`src/rtl/spi_burst_pkg.sv`:
```
// Shared definitions for the SPI burst master.
//   state_t  : frame sequencer states
//   RW_READ  : value of the header R/W bit that selects a read burst
//   hdr_bits : number of header bits shifted before the data words
package spi_burst_pkg;

  typedef enum logic [2:0] {
    IDLE,
    HDR,
    STALL,
    XFER,
    DONE
  } state_t;

  localparam logic RW_READ = 1'b1;

  // Header is the R/W bit followed by the full register address.
  function automatic int hdr_bits(input int addr_w);
    return addr_w + 1;
  endfunction

endpackage

```
`src/rtl/spi_burst_rd_fifo.sv`:
```
// First-word-fall-through FIFO buffering read words from the serial side.
//   clk, rst   : IP clock, asynchronous active-high reset (flushes contents)
//   push       : write push_data this cycle
//   push_data  : word to store
//   pop        : consumer takes the head word this cycle (ignored when empty)
//   pop_data   : current head word
//   valid      : FIFO not empty
//   count      : occupancy, 0..DEPTH
module spi_burst_rd_fifo #(
  parameter int DEPTH = 16,
  parameter int WIDTH = 8
) (
  input  logic                       clk,
  input  logic                       rst,
  input  logic                       push,
  input  logic [WIDTH-1:0]           push_data,
  input  logic                       pop,
  output logic [WIDTH-1:0]           pop_data,
  output logic                       valid,
  output logic [$clog2(DEPTH):0]     count
);

  localparam int AW = $clog2(DEPTH);
  localparam logic [AW:0] FULL = (AW+1)'(DEPTH);

  logic [WIDTH-1:0] mem [DEPTH];
  logic [AW-1:0]    wptr;
  logic [AW-1:0]    rptr;
  logic             do_push;
  logic             do_pop;

  assign do_pop   = pop && (count != '0);
  // A pop in the same cycle frees the slot, so a push on full is still taken.
  assign do_push  = push && ((count != FULL) || do_pop);
  assign pop_data = mem[rptr];
  assign valid    = (count != '0);

  always_ff @(posedge clk) begin
    if (do_push) mem[wptr] <= push_data;
  end

  always_ff @(posedge clk or posedge rst) begin
    if (rst) begin
      wptr  <= '0;
      rptr  <= '0;
      count <= '0;
    end else begin
      if (do_push) wptr <= wptr + 1'b1;
      if (do_pop)  rptr <= rptr + 1'b1;
      case ({do_push, do_pop})
        2'b10:   count <= count + 1'b1;
        2'b01:   count <= count - 1'b1;
        default: count <= count;
      endcase
    end
  end

endmodule

```
`src/rtl/spi_burst_master.sv`:
```
// SPI master executing multi-word burst reads/writes from a single command.
// A frame is one header {R/W, address} followed by cmd_len+1 data words,
// all MSB-first, spi_clk idling low and each bit low phase then high phase.
//   cmd_valid/cmd_ready/cmd_read/cmd_addr/cmd_len : command handshake (IDLE only)
//   wr_valid/wr_ready/wr_data                     : write word stream
//   rd_valid/rd_ready/rd_data/rd_count            : read FIFO (FWFT) interface
//   busy, done                                    : frame status, done pulses once
//   spi_clk, serial_out, serial_in                : chip pins (SCLK, MOSI, MISO)
module spi_burst_master
  import spi_burst_pkg::*;
#(
  parameter int ADDR_W     = 8,
  parameter int DATA_W     = 8,
  parameter int MAX_BURST  = 16,
  parameter int CLK_DIV    = 4,
  parameter int FIFO_DEPTH = 16
) (
  input  logic                          clk,
  input  logic                          rst,
  input  logic                          cmd_valid,
  output logic                          cmd_ready,
  input  logic                          cmd_read,
  input  logic [ADDR_W-1:0]             cmd_addr,
  input  logic [$clog2(MAX_BURST)-1:0]  cmd_len,
  input  logic                          wr_valid,
  output logic                          wr_ready,
  input  logic [DATA_W-1:0]             wr_data,
  output logic                          rd_valid,
  input  logic                          rd_ready,
  output logic [DATA_W-1:0]             rd_data,
  output logic [$clog2(FIFO_DEPTH):0]   rd_count,
  output logic                          busy,
  output logic                          done,
  input  logic                          serial_in,
  output logic                          serial_out,
  output logic                          spi_clk
);

  localparam int HB    = hdr_bits(ADDR_W);
  localparam int SH_W  = (HB > DATA_W) ? HB : DATA_W;
  localparam int LEN_W = $clog2(MAX_BURST);
  localparam int CNT_W = $clog2(FIFO_DEPTH) + 1;
  localparam int BC_W  = $clog2(SH_W);
  localparam int DIV_W = (CLK_DIV > 1) ? $clog2(CLK_DIV) : 1;

  localparam logic [DIV_W-1:0] DIV_LAST  = DIV_W'(CLK_DIV - 1);
  localparam logic [BC_W-1:0]  HDR_LAST  = BC_W'(HB - 1);
  localparam logic [BC_W-1:0]  DATA_LAST = BC_W'(DATA_W - 1);
  localparam logic [CNT_W-1:0] FIFO_FULL = CNT_W'(FIFO_DEPTH);

  state_t              state;
  state_t              state_nxt;
  logic [DIV_W-1:0]    div_cnt;
  logic [BC_W-1:0]     bit_cnt;
  logic [LEN_W-1:0]    word_cnt;
  logic [LEN_W-1:0]    len_q;
  logic                read_q;
  // Bits still to be sent after the one currently on serial_out.
  logic [SH_W-2:0]     tx_sh;
  // Bits of the read word received so far (its last bit goes straight to the FIFO).
  logic [DATA_W-2:0]   rx_sh;
  logic [DATA_W-1:0]   push_data;

  logic accept;
  logic is_read;
  logic shifting;
  logic phase_end;
  logic rise;
  logic fall;
  logic last_bit;
  logic bit_done;
  logic stall_go;
  logic push;

  assign cmd_ready = (state == IDLE);
  assign busy      = (state != IDLE);
  assign done      = (state == DONE);
  assign accept    = cmd_valid && cmd_ready;
  assign is_read   = (read_q == RW_READ);

  assign shifting  = (state == HDR) || (state == XFER);
  assign phase_end = shifting && (div_cnt == DIV_LAST);
  assign rise      = phase_end && !spi_clk;
  assign fall      = phase_end && spi_clk;
  assign last_bit  = (state == HDR) ? (bit_cnt == HDR_LAST) : (bit_cnt == DATA_LAST);
  assign bit_done  = fall && last_bit;

  // A read word only starts once the FIFO has room for it, so the push below never hits a full FIFO.
  assign stall_go  = (state == STALL) && (is_read ? (rd_count < FIFO_FULL) : wr_valid);
  assign wr_ready  = (state == STALL) && !is_read && wr_valid;

  assign push_data = {rx_sh, serial_in};
  assign push      = rise && (state == XFER) && is_read && (bit_cnt == DATA_LAST);

  always_ff @(posedge clk or posedge rst) begin
    if (rst) state <= IDLE;
    else     state <= state_nxt;
  end

  always_comb begin
    state_nxt = state;
    case (state)
      IDLE:    if (accept) state_nxt = HDR;
      HDR:     if (bit_done) state_nxt = STALL;
      STALL:   if (stall_go) state_nxt = XFER;
      XFER:    if (bit_done) state_nxt = (word_cnt == len_q) ? DONE : STALL;
      DONE:    state_nxt = IDLE;
      default: state_nxt = IDLE;
    endcase
  end

  // Serial clock generation, bit/word counting and MOSI; everything here
  // changes only at a falling spi_clk edge or while spi_clk is low.
  always_ff @(posedge clk or posedge rst) begin
    if (rst) begin
      spi_clk    <= 1'b0;
      serial_out <= 1'b0;
      div_cnt    <= '0;
      bit_cnt    <= '0;
      word_cnt   <= '0;
      read_q     <= 1'b0;
      len_q      <= '0;
    end else if (accept) begin
      spi_clk    <= 1'b0;
      serial_out <= cmd_read;
      div_cnt    <= '0;
      bit_cnt    <= '0;
      word_cnt   <= '0;
      read_q     <= cmd_read;
      len_q      <= cmd_len;
    end else if (stall_go) begin
      serial_out <= is_read ? 1'b0 : wr_data[DATA_W-1];
      div_cnt    <= '0;
      bit_cnt    <= '0;
    end else if (shifting) begin
      if (phase_end) begin
        div_cnt <= '0;
        spi_clk <= ~spi_clk;
        if (fall) begin
          if (last_bit) begin
            bit_cnt    <= '0;
            serial_out <= 1'b0;
            if (state == XFER) word_cnt <= word_cnt + 1'b1;
          end else begin
            bit_cnt    <= bit_cnt + 1'b1;
            serial_out <= tx_sh[SH_W-2];
          end
        end
      end else begin
        div_cnt <= div_cnt + 1'b1;
      end
    end
  end

  always_ff @(posedge clk) begin
    if (accept)
      tx_sh <= (SH_W-1)'(cmd_addr) << (SH_W - 1 - ADDR_W);
    else if (stall_go)
      tx_sh <= is_read ? '0 : ((SH_W-1)'(wr_data[DATA_W-2:0]) << (SH_W - DATA_W));
    else if (fall)
      tx_sh <= tx_sh << 1;
    if (rise && (state == XFER) && is_read)
      rx_sh <= push_data[DATA_W-2:0];
  end

  spi_burst_rd_fifo #(
    .DEPTH (FIFO_DEPTH),
    .WIDTH (DATA_W)
  ) u_rd_fifo (
    .clk       (clk),
    .rst       (rst),
    .push      (push),
    .push_data (push_data),
    .pop       (rd_ready),
    .pop_data  (rd_data),
    .valid     (rd_valid),
    .count     (rd_count)
  );

endmodule

```
`config.mk`:
```
export PLATFORM = sky130hd
export DESIGN_NAME = spi_burst_master
export DESIGN_NICKNAME = d
export VERILOG_FILES = /design/src/rtl/spi_burst_pkg.sv /design/src/rtl/spi_burst_rd_fifo.sv /design/src/rtl/spi_burst_master.sv
export SDC_FILE = /design/constraint.sdc
export NUM_CORES = 1
export LEC_CHECK = 0
export BUFFER_PORTS_ARGS = -buffer_cell sky130_fd_sc_hd__buf_2
export CAP_MARGIN = 20
export CORE_MARGIN = 2
export CORE_UTILIZATION = 60
export CTS_CLUSTER_DIAMETER = 50
export DETAILED_ROUTE_END_ITERATION = 10
export PLACE_DENSITY = 0.86
export SLEW_MARGIN = 20
export SYNTH_ARGS = -nofsm -noshare
export SYNTH_HDL_FRONTEND = slang
export SYNTH_SLANG_ARGS = --single-unit
```
`constraint.sdc`:
```
create_clock -name clk -period 3.3 [get_ports clk]
set_clock_uncertainty 0.1 [all_clocks]
set_input_delay 0.33 -clock clk [delete_from_list [all_inputs] [get_ports clk]]
set_output_delay 0.33 -clock clk [all_outputs]
set_load 0.05 [all_outputs]
```
==> key figures, run 1 <==
Run status
  – Run status: complete, but fails checks
  – Violated checks: hold timing

Worst setup path
  – CP top delay family: compound AO/OA/AOI/OAI gates
  – Cell chain of the critical path: or4_4 > o21a_4 > and2b_2 > ha_1 > nand3_1 > a2111o_1 > o22a_1 > o221ai_1
  – Crit end category: register
  – Reg2reg start: u_rd_fifo.count[0]
  – End of the worst register-to-register path: u_rd_fifo.count[4]
  – Arrival time worst endpoint: 3330 ps
  – WP buf/inv: 0
  – Max Fanout on Critical Path: 6
  – Critical Path RT: 3520 ps
  – Crit-path max cell delay: 610 ps
  – CP Launch Type: register
  – R2R setup slack: 190 ps
  – Reg2Reg Depth: 8
  – Setup CP Type: register to register
  – CP max-delay cell: or4_4

Timing
  – Max Slew Vio Count: 0
  – Minimum hold slack: -14.80 ps
  – RSZ-0062 raised after global routing: false
  – Setup TNS Final: 0 ps
  – Crit share post-route: 94.26%
  – Final setup viols: 0
  – Final Hold Vio Count: 23
  – Worst-margin pin slew: 955.8 ps
  – Slew headroom: 35.85%
  – Maximum clock rate: 321.5 MHz
  – Min Tclk post-route: 3111 ps

Yosys
  – Post-Syn Nets: 481
  – Synth Warn #: 0
  – Mux cell area share after synthesis: 13.67%
  – Post-synthesis cell type count: 60
  – Synth Area in Simple Gates: 8.293%
  – Area share of the largest cell type after synthesis: 57.27%
  – Number of synthesized flops with an enable pin: 143
  – Mapped Cells: 441
  – Largest family of logic cells by synthesized area: multiplexers
  – Asr flop ratio synth: 18.75%
  – Cell Area, Synth: 0.007498 sq mm
  – XOR/XNOR Fraction of Synth Area: 1.402%
  – #FFs+latches synth: 176
  – Predominant post-synthesis flop cell: edfxtp_1
  – Sequential cell area fraction in the yosys report: 68.28%
  – Synth Area in Compound Gates: 4.005%
  – Area contributors post-synth: edfxtp_1, mux4_2, dfrtp_1
  – Synthesized-area fraction occupied by adder cells: 2.269%
  – Leading area contributor after synthesis: edfxtp_1
  – Mean post-synth cell area: 17.00 sq um

Place
  – PortBufs: 46
  – HPWL after DPL: 9.942 mm
  – Placer Congestion: 0.8727

GRT
  – Via count of the first global-routing pass: 4246
  – Total track usage: 24.87%
  – Overflow after GRT: 0
  – Largest net degree at the start of global routing: 36
  – Antenna violations before repair: 0
  – Global-route wire length before repair: 23.82 mm

Clock tree
  – CTS clk-pin slew, worst paths: 70 ps
  – CTS max path bufs: 2
  – H-tree levels: 4
  – Setup bufs post-CTS: 0
  – # hold bufs at CTS: 4
  – CTS Buf Count: 17
  – Worst-Skew Late Latency: 430 ps
  – CTS sink cnt: 176
  – CTS tree: done
  – PostCTS Resize Cnt: 0
  – CTS root buf: clkbuf_16

Route
  – Drt wl/cell: 21.81 um
  – Initial DRC count: 486
  – DRT antenna net count: 0
  – Post-DR vias/cell: 6.050
  – Pre-antenna DRT Iters: 5
  – Vias: 4211
  – Post-Route WL: 15.18 mm
  – # DRC: 0

Power and ir drop
  – Total Power: 5.219 mW
  – Power per cell area: 605.2 mW/mm^2
  – LEAKAGE: 3.134 nW
  – Worst vdd ir: 0.4832 mV

Floorplan
  – Initial Util: 61.91%
  – Rows: 40
  – Core Box Area: 0.01211 sq mm
  – # IOs: 47
  – Die Wd: 115.8 um
  – Die ar.: 0.01341 sq mm
  – Chip height: 115.8 um

Layout
  – Area delta synth->final: 15.02%
  – Nets@finish: 555
  – Antenna cell count: 0
  – Ratio of cells with drive above 1 in the final layout: 30.87%
  – Most common cell after layout, fill and taps aside: edfxtp_1
  – Most frequent cells in the layout: edfxtp_1, buf_2, mux4_2

Hold path
  – Hold Path Class: primary input to async pin

Job
  – Max-cap violations: 0
synth_stat cells (7+ instances only):
cell      instances
nand3_1          15
dfrtp_1          33
a21oi_1           8
nor3_1            7
nor2_1           30
edfxtp_1        143
nand2_1          26
ha_1             12
mux4_2           40
a221oi_1          7
inv_1            12
xnor2_1           8
power by group:
group          internal [mW]  switching (mW)  total [mW]
sequential              2.54           0.123        2.67
combinational          0.266           0.460       0.726
clock                  0.966           0.860        1.83
total                   3.78            1.44        5.22
area by class of cell:
cell class,instances,area (sq um)
multi-input combinational,231,2228
tap,168,210.2
clock buffer,17,425.4
clock inverter,15,108.9
fill,768,3487
timing repair buffer,77,485.5
inverter,12,45.04
sequential,176,5121
stage by stage:
step / cell area (sq um) / hold slack [ps] / util (%) / cells / worst slack, ps
final: 8625 / -14.80 / 71.21 / 696 / 189.4
after CTS: 8625 / 2.526 / 71.21 / 696 / 148.6
after floorplan: 7498 / 328.9 / - / 441 / 192.9
after global placement: 8050 / 395.4 / 66.47 / 660 / 364.1
after detailed placement: 8050 / 397.9 / 66.47 / 660 / 252.1
after global routing: 8625 / 68.46 / 71.21 / 696 / 63.15
worst max path at each step:
stage / slack, ps / to / from / cells after the start
after CTS: 150 / rd_data[5] / u_rd_fifo.rptr[0] / 4
after global placement: 360 / u_rd_fifo.count[4] / u_rd_fifo.count[0] / 8
final: 190 / u_rd_fifo.count[4] / u_rd_fifo.count[0] / 8
after floorplan: 190 / u_rd_fifo.count[4] / u_rd_fifo.count[0] / 8
after detailed placement: 250 / u_rd_fifo.count[4] / u_rd_fifo.count[0] / 8
after global routing: 60 / u_rd_fifo.count[4] / u_rd_fifo.count[0] / 8
registers in the layout (all words and copies together), names as in the netlist, 2 cells and up:
| signal | cells |
|---|---|
| rx_sh | 7 |
| u_rd_fifo.rptr | 4 |
| len_q | 4 |
| u_rd_fifo.wptr | 4 |
| bit_cnt | 4 |
| u_rd_fifo.count | 5 |
| tx_sh | 8 |
| state | 3 |
| u_rd_fifo.mem | 128 |
| div_cnt | 2 |
| word_cnt | 4 |
cell families (layout without fill, tap and decap cells):
logic type	count (synthesis)	in the layout
flops	176	176
compound gates	40	40
mux	50	50
fa+ha+maj	13	13
xor+xnor	12	12
buf+inv	34	121
simple gates	116	116
worst register-to-register path: stages (launching register included):
cell	delay [ps]
dfrtp_1	460
or4_4	610
o21a_4	250
and2b_2	240
ha_1	350
nand3_1	140
a2111o_1	420
o22a_1	210
o221ai_1	230
metal layers:
layer  vias up  part of all wire (%)  GRT usage [%]
li1       1890                     -              -
met1      2160                    41          34.01
met2       138                    51          40.39
met3        23                   5.3          5.387
met4         0                   2.1          8.810
met5         -                     0              0
No activity file was read; power rests on OpenSTA's default activity.
==> run 2: changes to the inputs <==
REMOVE_ABC_BUFFERS = 1   (was unset)
==> key figures, run 2 (synthesis results as in run 1) <==
Run status
  – Run status: finished, final reports clean

Place
  – Placer Congestion: 0.7927
  – PortBufs: 46
  – HPWL after DPL: 9.668 mm
  – Post-place setup slack: 264.6 ps

Clock tree
  – CTS clk-pin slew, worst paths: 60 ps
  – CTS root buf: clkbuf_16
  – H-tree levels: 4
  – CTS max path bufs: 2
  – CTS tree: done
  – CTS Buf Count: 17
  – Worst-Skew Late Latency: 430 ps
  – CTS sink cnt: 176

Floorplan
  – # IOs: 47
  – Die Wd: 115.8 um
  – Rows: 40
  – Die ar.: 0.01341 sq mm
  – Chip height: 115.8 um
  – Initial Util: 61.91%
  – Core Box Area: 0.01211 sq mm

Power and ir drop
  – LEAKAGE: 3.141 nW
  – Power per cell area: 625.8 mW/mm^2
  – Worst vdd ir: 0.4781 mV

Layout
  – Ratio of cells with drive above 1 in the final layout: 29.62%
  – Area delta synth->final: 15.17%
  – Largest regs: u_rd_fifo.mem: 128 flops, tx_sh: 8 flops, rx_sh: 7 flops
  – Nets@finish: 547
  – Area occupied by multi-input gates: 0.002228 sq mm
  – Antenna cell count: 0
  – Most common cell after layout, fill and taps aside: edfxtp_1
  – Register Area: 0.005121 sq mm
  – Top reg by flops: u_rd_fifo.mem
  – Most frequent cells in the layout: edfxtp_1, buf_2, mux4_2
  – Fillers: 755
  – Largest register FFs: 128

Timing
  – Setup TNS Final: 0 ps
  – Post-route worst setup slack: 213.7 ps
  – Minimum hold slack: 19.33 ps
  – Min Tclk post-route: 3086 ps
  – Slew headroom: 33.77%
  – Maximum clock rate: 324.0 MHz
  – Final Hold Vio Count: 0
  – Worst-margin pin slew: 986.9 ps
  – Crit share post-route: 93.52%
  – Final setup viols: 0
  – RSZ-0062 raised after global routing: false
  – Max Slew Vio Count: 0

Worst setup path
  – Setup CP Type: register to output port
  – Arrival time worst endpoint: 2660 ps
  – Reg2Reg Depth: 8
  – CP Launch Type: register
  – Crit end category: output port
  – Max Fanout on Critical Path: 15
  – Critical Path RT: 2870 ps

GRT
  – Global-route wire length before repair: 22.90 mm
  – Via count of the first global-routing pass: 4299
  – Total track usage: 23.69%
  – Largest net degree at the start of global routing: 36
  – Overflow after GRT: 0
  – Antenna violations before repair: 0

Route
  – DRT antenna net count: 0
  – # DRC: 0
  – Pre-antenna DRT Iters: 5
  – Post-DR vias/cell: 6.007
  – Post-Route WL: 14.24 mm
  – Initial DRC count: 317
  – Drt wl/cell: 20.70 um
  – Vias: 4133

Hold path
  – Hold Path Class: primary input to register
  – Hold depth: 3

Job
  – Max-cap violations: 0
[run 2: power by group]
| group | internal, mW | leakage [nW] | switching (mW) |
|---|---|---|---|
| logic | 0.260 | 1.12 | 0.434 |
| registers | 2.54 | 1.72 | 0.139 |
| clock network | 1.21 | 0.299 | 0.819 |
| total | 4.01 | 3.14 | 1.39 |
[run 2: critical path, cell delays in order (launching register included)]
cell and delay, ps:
dfrtp_2 660, buf_4 260, mux4_2 560, mux4_2 510, buf_2 230
[run 2: cell type report]
cell class / count / share of cell area [%]
well taps: 168 / 2.434
clock inverters: 13 / 1.999
repair buffers: 69 / 4.926
multi-input cells: 231 / 25.80
clock buffers: 19 / 5.013
flip-flops and latches: 176 / 59.30
inverters: 12 / 0.5216
[run 2: final timing paths]
kind	to	startpoint	slack [ps]
worst max-delay path	rd_data[5]	u_rd_fifo.rptr[0]	210
worst min-delay path	len_q[0]	cmd_len[0]	20
worst max register to register	u_rd_fifo.count[4]	u_rd_fifo.count[0]	240
worst min register to register	len_q[1]	len_q[1]	410
max in group asynchronous	u_rd_fifo.rptr[0]	rst	2330
min in group asynchronous	u_rd_fifo.count[3]	rst	430
[run 2: metal layers]
layer  track usage [%]  vias up  routed length (um)
met5                 0        -                   0
met3             5.021       23                 565
met4             9.762        0                 280
met2             41.29      125                7718
met1             29.09     2118                5677
li1                  -     1867                   -
[run 2: repair_timing]
item                      4_1_cts  5_1_grt
hold buffers                    4        0
hold endpoints to repair       36        0
buffers inserted                0        0
resized for setup               0        0
[run 2: stage by stage]
stage          cell area (sq um)  cells  power [mW]  util (%)
2_1_floorplan               7387    419       3.217         -
3_5_place_dp                7990    652       3.412     65.97
4_1_cts                     8636    688       5.435     71.30
5_1_grt                     8636    688       5.625     71.30
6_report                    8636    688       5.405     71.30
3_3_place_gp                7990    652       3.363     65.97
